[src/rtl/locked_reg_pkg.sv]
// Shared types and constants for the lockable configuration register bank.
package locked_reg_pkg;

    typedef enum logic {
        DBG_IDLE  = 1'b0,
        DBG_ARMED = 1'b1
    } dbg_state_t;

    localparam logic RESP_OK  = 1'b0;
    localparam logic RESP_ERR = 1'b1;

endpackage

[src/rtl/locked_reg_dbg_fsm.sv]
// Debug window controller: key check, window countdown, single-use consume.
module locked_reg_dbg_fsm
    import locked_reg_pkg::*;
#(
    parameter int unsigned      WIDTH      = 16,
    parameter logic [WIDTH-1:0] DBG_KEY    = 16'hA5C3,
    parameter int unsigned      DBG_WINDOW = 8
) (
    input  logic             Clk,
    input  logic             resetn,
    input  logic             debug_mode,
    input  logic             trusted,
    input  logic             dbg_key_valid,
    input  logic [WIDTH-1:0] dbg_key,
    input  logic             consume,
    output logic             armed,
    output logic             bad_key
);

    localparam int unsigned    CW   = (DBG_WINDOW > 1) ? $clog2(DBG_WINDOW) : 1;
    localparam logic [CW-1:0]  LOAD = CW'(DBG_WINDOW - 1);

    dbg_state_t    state_q, state_d;
    logic [CW-1:0] cnt_q, cnt_d;
    logic          qualified;
    logic          key_hit;

    always_comb begin
        state_d   = state_q;
        cnt_d     = cnt_q;
        qualified = debug_mode & trusted;
        key_hit   = dbg_key_valid & qualified & (dbg_key == DBG_KEY);
        bad_key   = dbg_key_valid & ~key_hit;
        unique case (state_q)
            DBG_IDLE: begin
                if (key_hit) begin
                    state_d = DBG_ARMED;
                    cnt_d   = LOAD;
                end
            end
            DBG_ARMED: begin
                // Any loss of qualification, a used write or a bad key closes the window.
                if (~qualified | consume | bad_key) begin
                    state_d = DBG_IDLE;
                end else if (key_hit) begin
                    cnt_d = LOAD;
                end else if (cnt_q == '0) begin
                    state_d = DBG_IDLE;
                end else begin
                    cnt_d = cnt_q - 1'b1;
                end
            end
        endcase
    end

    always_ff @(posedge Clk or negedge resetn) begin
        if (!resetn) begin
            state_q <= DBG_IDLE;
            cnt_q   <= '0;
        end else begin
            state_q <= state_d;
            cnt_q   <= cnt_d;
        end
    end

    assign armed = (state_q == DBG_ARMED);

endmodule

[src/rtl/locked_reg_bank.sv]
// Lockable configuration register bank with debug-window override and violation counting.
module locked_reg_bank
    import locked_reg_pkg::*;
#(
    parameter int unsigned      WIDTH      = 16,
    parameter int unsigned      NUM_REGS   = 4,
    parameter logic [WIDTH-1:0] DBG_KEY    = 16'hA5C3,
    parameter int unsigned      DBG_WINDOW = 8,
    parameter int unsigned      CNT_W      = 8,
    localparam int unsigned     AW         = $clog2(NUM_REGS)
) (
    input  logic                Clk,
    input  logic                resetn,
    input  logic                wr_valid,
    output logic                wr_ready,
    input  logic [AW-1:0]       wr_addr,
    input  logic [WIDTH-1:0]    wr_data,
    output logic                wr_resp_valid,
    input  logic                wr_resp_ready,
    output logic                wr_resp_err,
    input  logic                lock_req,
    input  logic [AW-1:0]       lock_addr,
    input  logic                lock_all,
    input  logic [AW-1:0]       rd_addr,
    output logic [WIDTH-1:0]    rd_data,
    output logic [NUM_REGS-1:0] lock_status,
    input  logic                debug_mode,
    input  logic                trusted,
    input  logic                dbg_key_valid,
    input  logic [WIDTH-1:0]    dbg_key,
    output logic                dbg_armed,
    output logic [CNT_W-1:0]    violation_cnt
);

    localparam logic [AW:0]      NUM_REGS_W = (AW + 1)'(NUM_REGS);
    localparam logic [CNT_W-1:0] CNT_MAX    = {CNT_W{1'b1}};

    logic [WIDTH-1:0]    regs_q [NUM_REGS];
    logic [NUM_REGS-1:0] lock_q, lock_d, lock_set;
    logic                resp_valid_q, resp_err_q;
    logic [WIDTH-1:0]    rd_data_q, rd_next;
    logic [CNT_W-1:0]    viol_q, viol_d;
    logic [CNT_W+1:0]    viol_sum;

    logic accept, addr_ok, eff_lock, dbg_ok, wr_update, wr_reject, consume, bad_key;

    assign wr_ready = ~resp_valid_q | wr_resp_ready;
    assign accept   = wr_valid & wr_ready;
    assign addr_ok  = {1'b0, wr_addr} < NUM_REGS_W;

    // Same-cycle lock requests are folded in so a racing lock always wins.
    always_comb begin
        lock_set = '0;
        eff_lock = 1'b0;
        for (int i = 0; i < NUM_REGS; i++) begin
            lock_set[i] = lock_all | (lock_req & (lock_addr == AW'(i)));
            if (wr_addr == AW'(i)) begin
                eff_lock = lock_q[i] | lock_set[i];
            end
        end
        lock_d = lock_q | lock_set;
    end

    assign dbg_ok    = dbg_armed & debug_mode & trusted;
    assign consume   = accept & addr_ok & eff_lock & dbg_ok;
    assign wr_update = accept & addr_ok & (~eff_lock | dbg_ok);
    assign wr_reject = accept & ~wr_update;

    locked_reg_dbg_fsm #(
        .WIDTH      (WIDTH),
        .DBG_KEY    (DBG_KEY),
        .DBG_WINDOW (DBG_WINDOW)
    ) u_dbg_fsm (
        .Clk           (Clk),
        .resetn        (resetn),
        .debug_mode    (debug_mode),
        .trusted       (trusted),
        .dbg_key_valid (dbg_key_valid),
        .dbg_key       (dbg_key),
        .consume       (consume),
        .armed         (dbg_armed),
        .bad_key       (bad_key)
    );

    // Widened sum lets a double event at CNT_MAX-1 saturate instead of wrapping.
    always_comb begin
        viol_sum = {2'b00, viol_q} + (CNT_W + 2)'(wr_reject) + (CNT_W + 2)'(bad_key);
        if (viol_sum > {2'b00, CNT_MAX}) begin
            viol_d = CNT_MAX;
        end else begin
            viol_d = viol_sum[CNT_W-1:0];
        end
    end

    always_comb begin
        rd_next = '0;
        for (int i = 0; i < NUM_REGS; i++) begin
            if (rd_addr == AW'(i)) begin
                rd_next = regs_q[i];
            end
        end
    end

    always_ff @(posedge Clk or negedge resetn) begin
        if (!resetn) begin
            for (int i = 0; i < NUM_REGS; i++) begin
                regs_q[i] <= '0;
            end
        end else if (wr_update) begin
            for (int i = 0; i < NUM_REGS; i++) begin
                if (wr_addr == AW'(i)) begin
                    regs_q[i] <= wr_data;
                end
            end
        end
    end

    always_ff @(posedge Clk or negedge resetn) begin
        if (!resetn) begin
            lock_q       <= '0;
            resp_valid_q <= 1'b0;
            resp_err_q   <= RESP_OK;
            rd_data_q    <= '0;
            viol_q       <= '0;
        end else begin
            lock_q    <= lock_d;
            rd_data_q <= rd_next;
            viol_q    <= viol_d;
            if (accept) begin
                resp_valid_q <= 1'b1;
                resp_err_q   <= wr_reject ? RESP_ERR : RESP_OK;
            end else if (wr_resp_ready) begin
                resp_valid_q <= 1'b0;
                resp_err_q   <= RESP_OK;
            end
        end
    end

    assign wr_resp_valid = resp_valid_q;
    assign wr_resp_err   = resp_err_q;
    assign lock_status   = lock_q;
    assign rd_data       = rd_data_q;
    assign violation_cnt = viol_q;

endmodule

[config.mk]
export PLATFORM = sky130hd
export DESIGN_NAME = locked_reg_bank
export DESIGN_NICKNAME = d
export VERILOG_FILES = /design/src/rtl/locked_reg_pkg.sv /design/src/rtl/locked_reg_dbg_fsm.sv /design/src/rtl/locked_reg_bank.sv
export SDC_FILE = /design/constraint.sdc
export NUM_CORES = 1
export LEC_CHECK = 0
export CAP_MARGIN = 5
export CORE_ASPECT_RATIO = 1.4
export CORE_UTILIZATION = 47
export CTS_CLUSTER_SIZE = 40
export DETAILED_ROUTE_END_ITERATION = 10
export PLACE_DENSITY = 0.82
export SLEW_MARGIN = 40
export SYNTH_ARGS = -nofsm -noshare
export SYNTH_HDL_FRONTEND = slang
export SYNTH_SLANG_ARGS = --single-unit
[constraint.sdc]
create_clock -name Clk -period 2.6 [get_ports Clk]
set_input_delay 0.52 -clock Clk [delete_from_list [all_inputs] [get_ports Clk]]
set_output_delay 0.52 -clock Clk [all_outputs]
set_load 0.03 [all_outputs]
---- Yosys cells after proc, flatten, opt, wreduce, memory -nomap -nowiden ----
Cells that the tools add are included.
storage, ports and cells
  logic and storage cells ................. 95
  input bits .............................. 47
  register bits ........................... 98
cells by class
  bitwise gates (word level) .............. 34
  equal/unequal tests ..................... 13
  reduce and logical (&&, ||, !) cells .... 10
  $lt $le $gt $ge ......................... 1
  muxes and demuxes ....................... 23
  add/sub/neg operators ................... 3
operator list
  cell                    count
  $mux W16                4
  $eq A16 B16 Y1 const B  1
  $and A1 B1 Y1           15
  $eq A2 B2 Y1 const B    6
  $mux W1                 12
  $mux W3                 4
  $or A1 B1 Y1            12
  $add A9 B1 Y10          1
  $gt A10 B8 Y1 const B   1
  $add A8 B1 Y9           1
  $mux W8                 1
  $reduce_and A2 Y1       4
  $eq A2 B1 Y1 const B    3
  $logic_not A2 Y1        3
  $not A1 Y1              6
  $pmux W3 S2             1
  $or A4 B4 Y4            1
  $logic_not A3 Y1        1
  $ne A3 B3 Y1 const B    1
  $reduce_and A3 Y1       1
  $sub A3 B1 Y3 const B   1
  $ne A2 B1 Y1 const B    1
  $ne A2 B2 Y1 const B    1
  $pmux W1 S2             1
  $reduce_bool A2 Y1      1

---- Depth between registers and ports, before layout ----
  word-level depth ........................ 17
  gate-level depth with buffers ........... 11

---- Modules after synthesis ----
Synthesis repeated with hierarchy kept, for this count alone.
second synthesis, totals
  cells, all modules ...................... 277
  area, all modules ....................... 4262.8 µm²
modules (own cells, without submodules)
  module              cells an instance  area an instance (µm²)  times used
  locked_reg_bank     244                3948.8                  1
  locked_reg_dbg_fsm  33                 314.1                   1

---- Worst setup path after synthesis ----
OpenSTA, ideal clock, no wires.
  path type ............................... input to register
  start point ............................. input dbg_key[3]
  end point ............................... register viol_q[3] (netlist: violation_cnt[3])
  path buffers ............................ 1
  data required time ...................... 2467 ps
  stages on the path ...................... 9
  path slack .............................. -423 ps
  setup time .............................. 133 ps
  arrival ................................. 2890 ps
  cell sequence ........................... or4b_1 or4_1 and2_1 fa_1 ha_1 and3_1 clkbuf_1 nand3_1 o21ai_0
between the ends
  cells in the longest elaborated chain, start to end .. 7
RTL lines
  item                  RTL line                  text
  start, declared       locked_reg_bank.sv:30     input logic [WIDTH-1:0] dbg_key,
  $eq A16 B16 Y1 *      locked_reg_dbg_fsm.sv:32  key_hit = dbg_key_valid & qualified & (dbg_key == DBG_KEY);
  $and A1 B1 Y1 *       locked_reg_dbg_fsm.sv:32
  $not A1 Y1 *          locked_reg_dbg_fsm.sv:33  bad_key = dbg_key_valid & ~key_hit;
  $and A1 B1 Y1 *       locked_reg_dbg_fsm.sv:33
  $add A9 B1 Y10 *      locked_reg_bank.sv:87     viol_sum = {2'b00, viol_q} + (CNT_W + 2)'(wr_reject) + (CNT_W + 2)'(bad_key);
  $gt A10 B8 Y1         locked_reg_bank.sv:88     if (viol_sum > {2'b00, CNT_MAX}) begin
  $mux W8 *             locked_reg_bank.sv:88
  net viol_d[3]         locked_reg_bank.sv:42     logic [CNT_W-1:0] viol_q, viol_d;
  end signal, assigned  locked_reg_bank.sv:128    viol_q <= viol_d;
  end, declared         locked_reg_bank.sv:42
The timed path passes the listed nets; every way through them passes the cells marked *.
A chain may end at the register's enable or synchronous reset.

---- Final worst setup path ----
  start point ............................. input dbg_key[2]
  end point ............................... register viol_q[6] (netlist: violation_cnt[6])
The elaborated chain is that of the path after synthesis.

==> impl_metrics.py <==
metrics = {
    "placement": {
        "hpwlAfterDp_um": 5790,
        "pre_cts_ws_ns": -0.666,
        "dp.cells": 464,
        "placed_cell_area_sq_um": 5350,
        "numPortBuffers": 78,
        "place.gp.congestion": 0.722,
    },
    "synth": {
        "synthCells": 265,
        "synthArstFlopShare": 1.00,
        "synth-edff-count": 0,
        "yosysWarnings": 0,
        "yosysTopAreaCell": "dfrtp_1",
        "synth_fa_ha_area_frac": 0.0135,
        "mappedNetlistNets": 316,
        "synth.top_cell.area_share": 0.576,
        "synth_top_flop_cell": "dfrtp_1",
        "synth.area.mux_share": 0.278,
        "synth_compound_gate_area_share": 0.0394,
        "synth-simple-area-share": 0.0582,
        "synth_area_leaders": "dfrtp_1, mux2_2, mux4_2",
        "seq_area_frac_synth": 0.576,
        "synth_area_sq_um": 4260,
        "avgSynthCellArea_sq_um": 16.1,
        "synth_cell_types": 43,
        "ys_ff_latch": 98,
        "synth_top_family_by_area": "multiplexers",
        "synthXorXnorAreaFrac": 0.00617,
    },
    "critical_path": {
        "crit_path_start_kind": "input pin",
        "worstRegToRegCells": 9,
        "startpoint": "dbg_key[2]",
        "critPathRequiredTime_ns": 2.80,
        "regToRegStartpoint": "lock_status[2]",
        "reg2reg_to": "violation_cnt[6]",
        "setup.worst_path.end": "violation_cnt[6]",
        "worstSetupPathType": "input pin to register",
        "worstPathMaxFanout": 5,
        "critPathArrivalTime_ns": 2.73,
        "r2r_slack_ns": 0.19,
        "worstSetupEndpointType": "register",
    },
    "timing": {
        "timing.final.crit_share": 0.971,
        "fmax_mhz": 396,
        "finalWorstSetupSlack_ns": 0.0757,
        "tightest_slew_ns": 0.662,
        "finalSetupTns_ns": 0,
        "slew_headroom": 0.558,
        "setup_viol": 0,
        "min_period_ns": 2.52,
        "final_max_slew_viol_count": 0,
        "skew_ns": 0.0108,
        "hold_viol": 0,
    },
    "die": {
        "io_pins": 79,
        "die_h_um": 115,
        "die_w_um": 82.5,
        "coreArea_sq_um": 8710,
        "rows": 40,
        "fp.dieArea_sq_um": 9450,
        "initial_core_util": 0.489,
    },
    "detailed_routing": {
        "avgViaCountPerCell": 5.42,
        "postRouteAntennaNets": 0,
        "drt-pass1-iter-count": 4,
        "wl_per_cell_um": 17.5,
        "routed_wirelength_um": 8390,
        "drcViolationCount": 0,
        "vias": 2602,
        "drtIter0Drc": 109,
    },
    "grt": {
        "grt_pass1_vias": 2812,
        "grt_max_degree": 53,
        "antenna_found_initial": 0,
        "overflow": 0,
        "grt_usage": 0.200,
        "grt_pass1_wl_um": 13700,
    },
    "worst_hold_path": {
        "hp-class": "input pin to asynchronous set/reset pin",
    },
    "cells_and_area": {
        "synthToLayoutAreaGrowth_pct": 33.5,
        "finalInstanceArea_sq_um": 5690,
        "instances_no_fill": 480,
        "fin_util": 0.653,
        "drive_above_1_share": 0.395,
        "diodes": 0,
        "nets": 422,
    },
    "cts": {
        "tritoncts": "done",
        "cts_sinks": 98,
        "hold_buffers": 0,
        "cts_max_path_buffers": 2,
        "htreeDepth": 3,
        "cts_buffers": 9,
        "cts-root-buf": "clkbuf_16",
        "path_clk_slew_ns": 0.06,
        "clk_latency_ns": 0.34,
    },
    "power_and_ir_drop": {
        "powerDensity_nw_per_um2": 654,
        "p_leak_nw": 2.70,
        "ir_worst_vdd_uv": 487,
    },
    "flow_run": {
        "max_cap_viol_count": 0,
    },
    "outcome": {
        "outcome": "complete, no violations",
    },
}
## layout by cell type, fill, tap and decap left out, types with 5 or more instances in the layout
cell              n
buf_4            26
clkbuf_16         9
clkdlybuf4s50_1  63
dfrtp_1          98
inv_1             5
mux2_2           44
mux2_4           22
mux4_2           16
## synthesized netlist by cell type (3+ instances only)
master,count
a31oi_1,3
and3_1,4
buf_6,3
clkbuf_1,4
dfrtp_1,98
ha_1,3
inv_1,5
mux2_2,44
mux2_4,22
mux4_2,16
nand2_1,4
nand2b_1,4
nand3_1,5
nor2_1,4
nor2b_1,3
o21ai_0,3
xnor2_1,3
## stage by stage
stage               hold slack, ns  power [mW]
finish                       0.211        3.72
global route                 0.264        3.88
floorplan                    0.224        2.09
global placement             0.473        2.43
detailed placement           0.480        2.44
CTS                          0.234        3.74
## cell type report
cell class | count | area [sq um]
clock inverter | 2 | 37.5
tap | 105 | 131
inverter | 5 | 18.8
fill | 634 | 3020
multi-input combinational | 150 | 1780
clock buffer | 13 | 250
sequential | 98 | 2450
timing repair buffer | 107 | 1010
## state kept, by name (all words and copies together), names as in the netlist
signal	count
lock_status	4
rd_data	16
regs_q	64
u_dbg_fsm.armed	1
u_dbg_fsm.cnt_q	3
violation_cnt	8
wr_resp_err	1
wr_resp_valid	1
## critical path, cell delays in order
cell     delay (ns)
buf_6          0.09
or4b_1         0.51
or4_4          0.49
and2_4         0.17
fa_2           0.37
ha_4           0.17
and3_4         0.20
a31oi_1        0.14
a41oi_1        0.07
## cells by family after synthesis
logic type / after synthesis
fa+ha+maj: 4
compound gates: 22
simple gates: 39
flops: 98
xor+xnor: 3
buf+inv: 17
mux: 82
## what timing repair did
action	in CTS	in global routing
gates resized for setup	31	13
buffers inserted	1	0
pin swaps	11	11
setup endpoints to repair	8	7
## power by group
part | switching, mW | internal (mW)
logic | 0.343 | 0.350
clock network | 0.521 | 0.767
registers | 0.109 | 1.63
total | 0.974 | 2.75
## how the worst min path moves through the flow
stage | start | to | slack (ns)
2_1_floorplan | resetn | lock_status[0] | 0.22
3_3_place_gp | u_dbg_fsm.cnt_q[0] | u_dbg_fsm.cnt_q[0] | 0.47
3_5_place_dp | u_dbg_fsm.cnt_q[0] | u_dbg_fsm.cnt_q[0] | 0.48
4_1_cts | resetn | regs_q[29] | 0.23
5_1_grt | resetn | regs_q[59] | 0.26
6_report | resetn | rd_data[15] | 0.21
## metal layers
| layer | global-route usage | vias up | share of wire |
|---|---|---|---|
| li1 | - | 1190 | - |
| met1 | 0.235 | 1341 | 0.40 |
| met2 | 0.342 | 59 | 0.54 |
| met3 | 0.0606 | 12 | 0.041 |
| met4 | 0.0702 | 0 | 0.015 |
| met5 | 0 | - | 0 |
No activity file was read; power rests on OpenSTA's default activity.
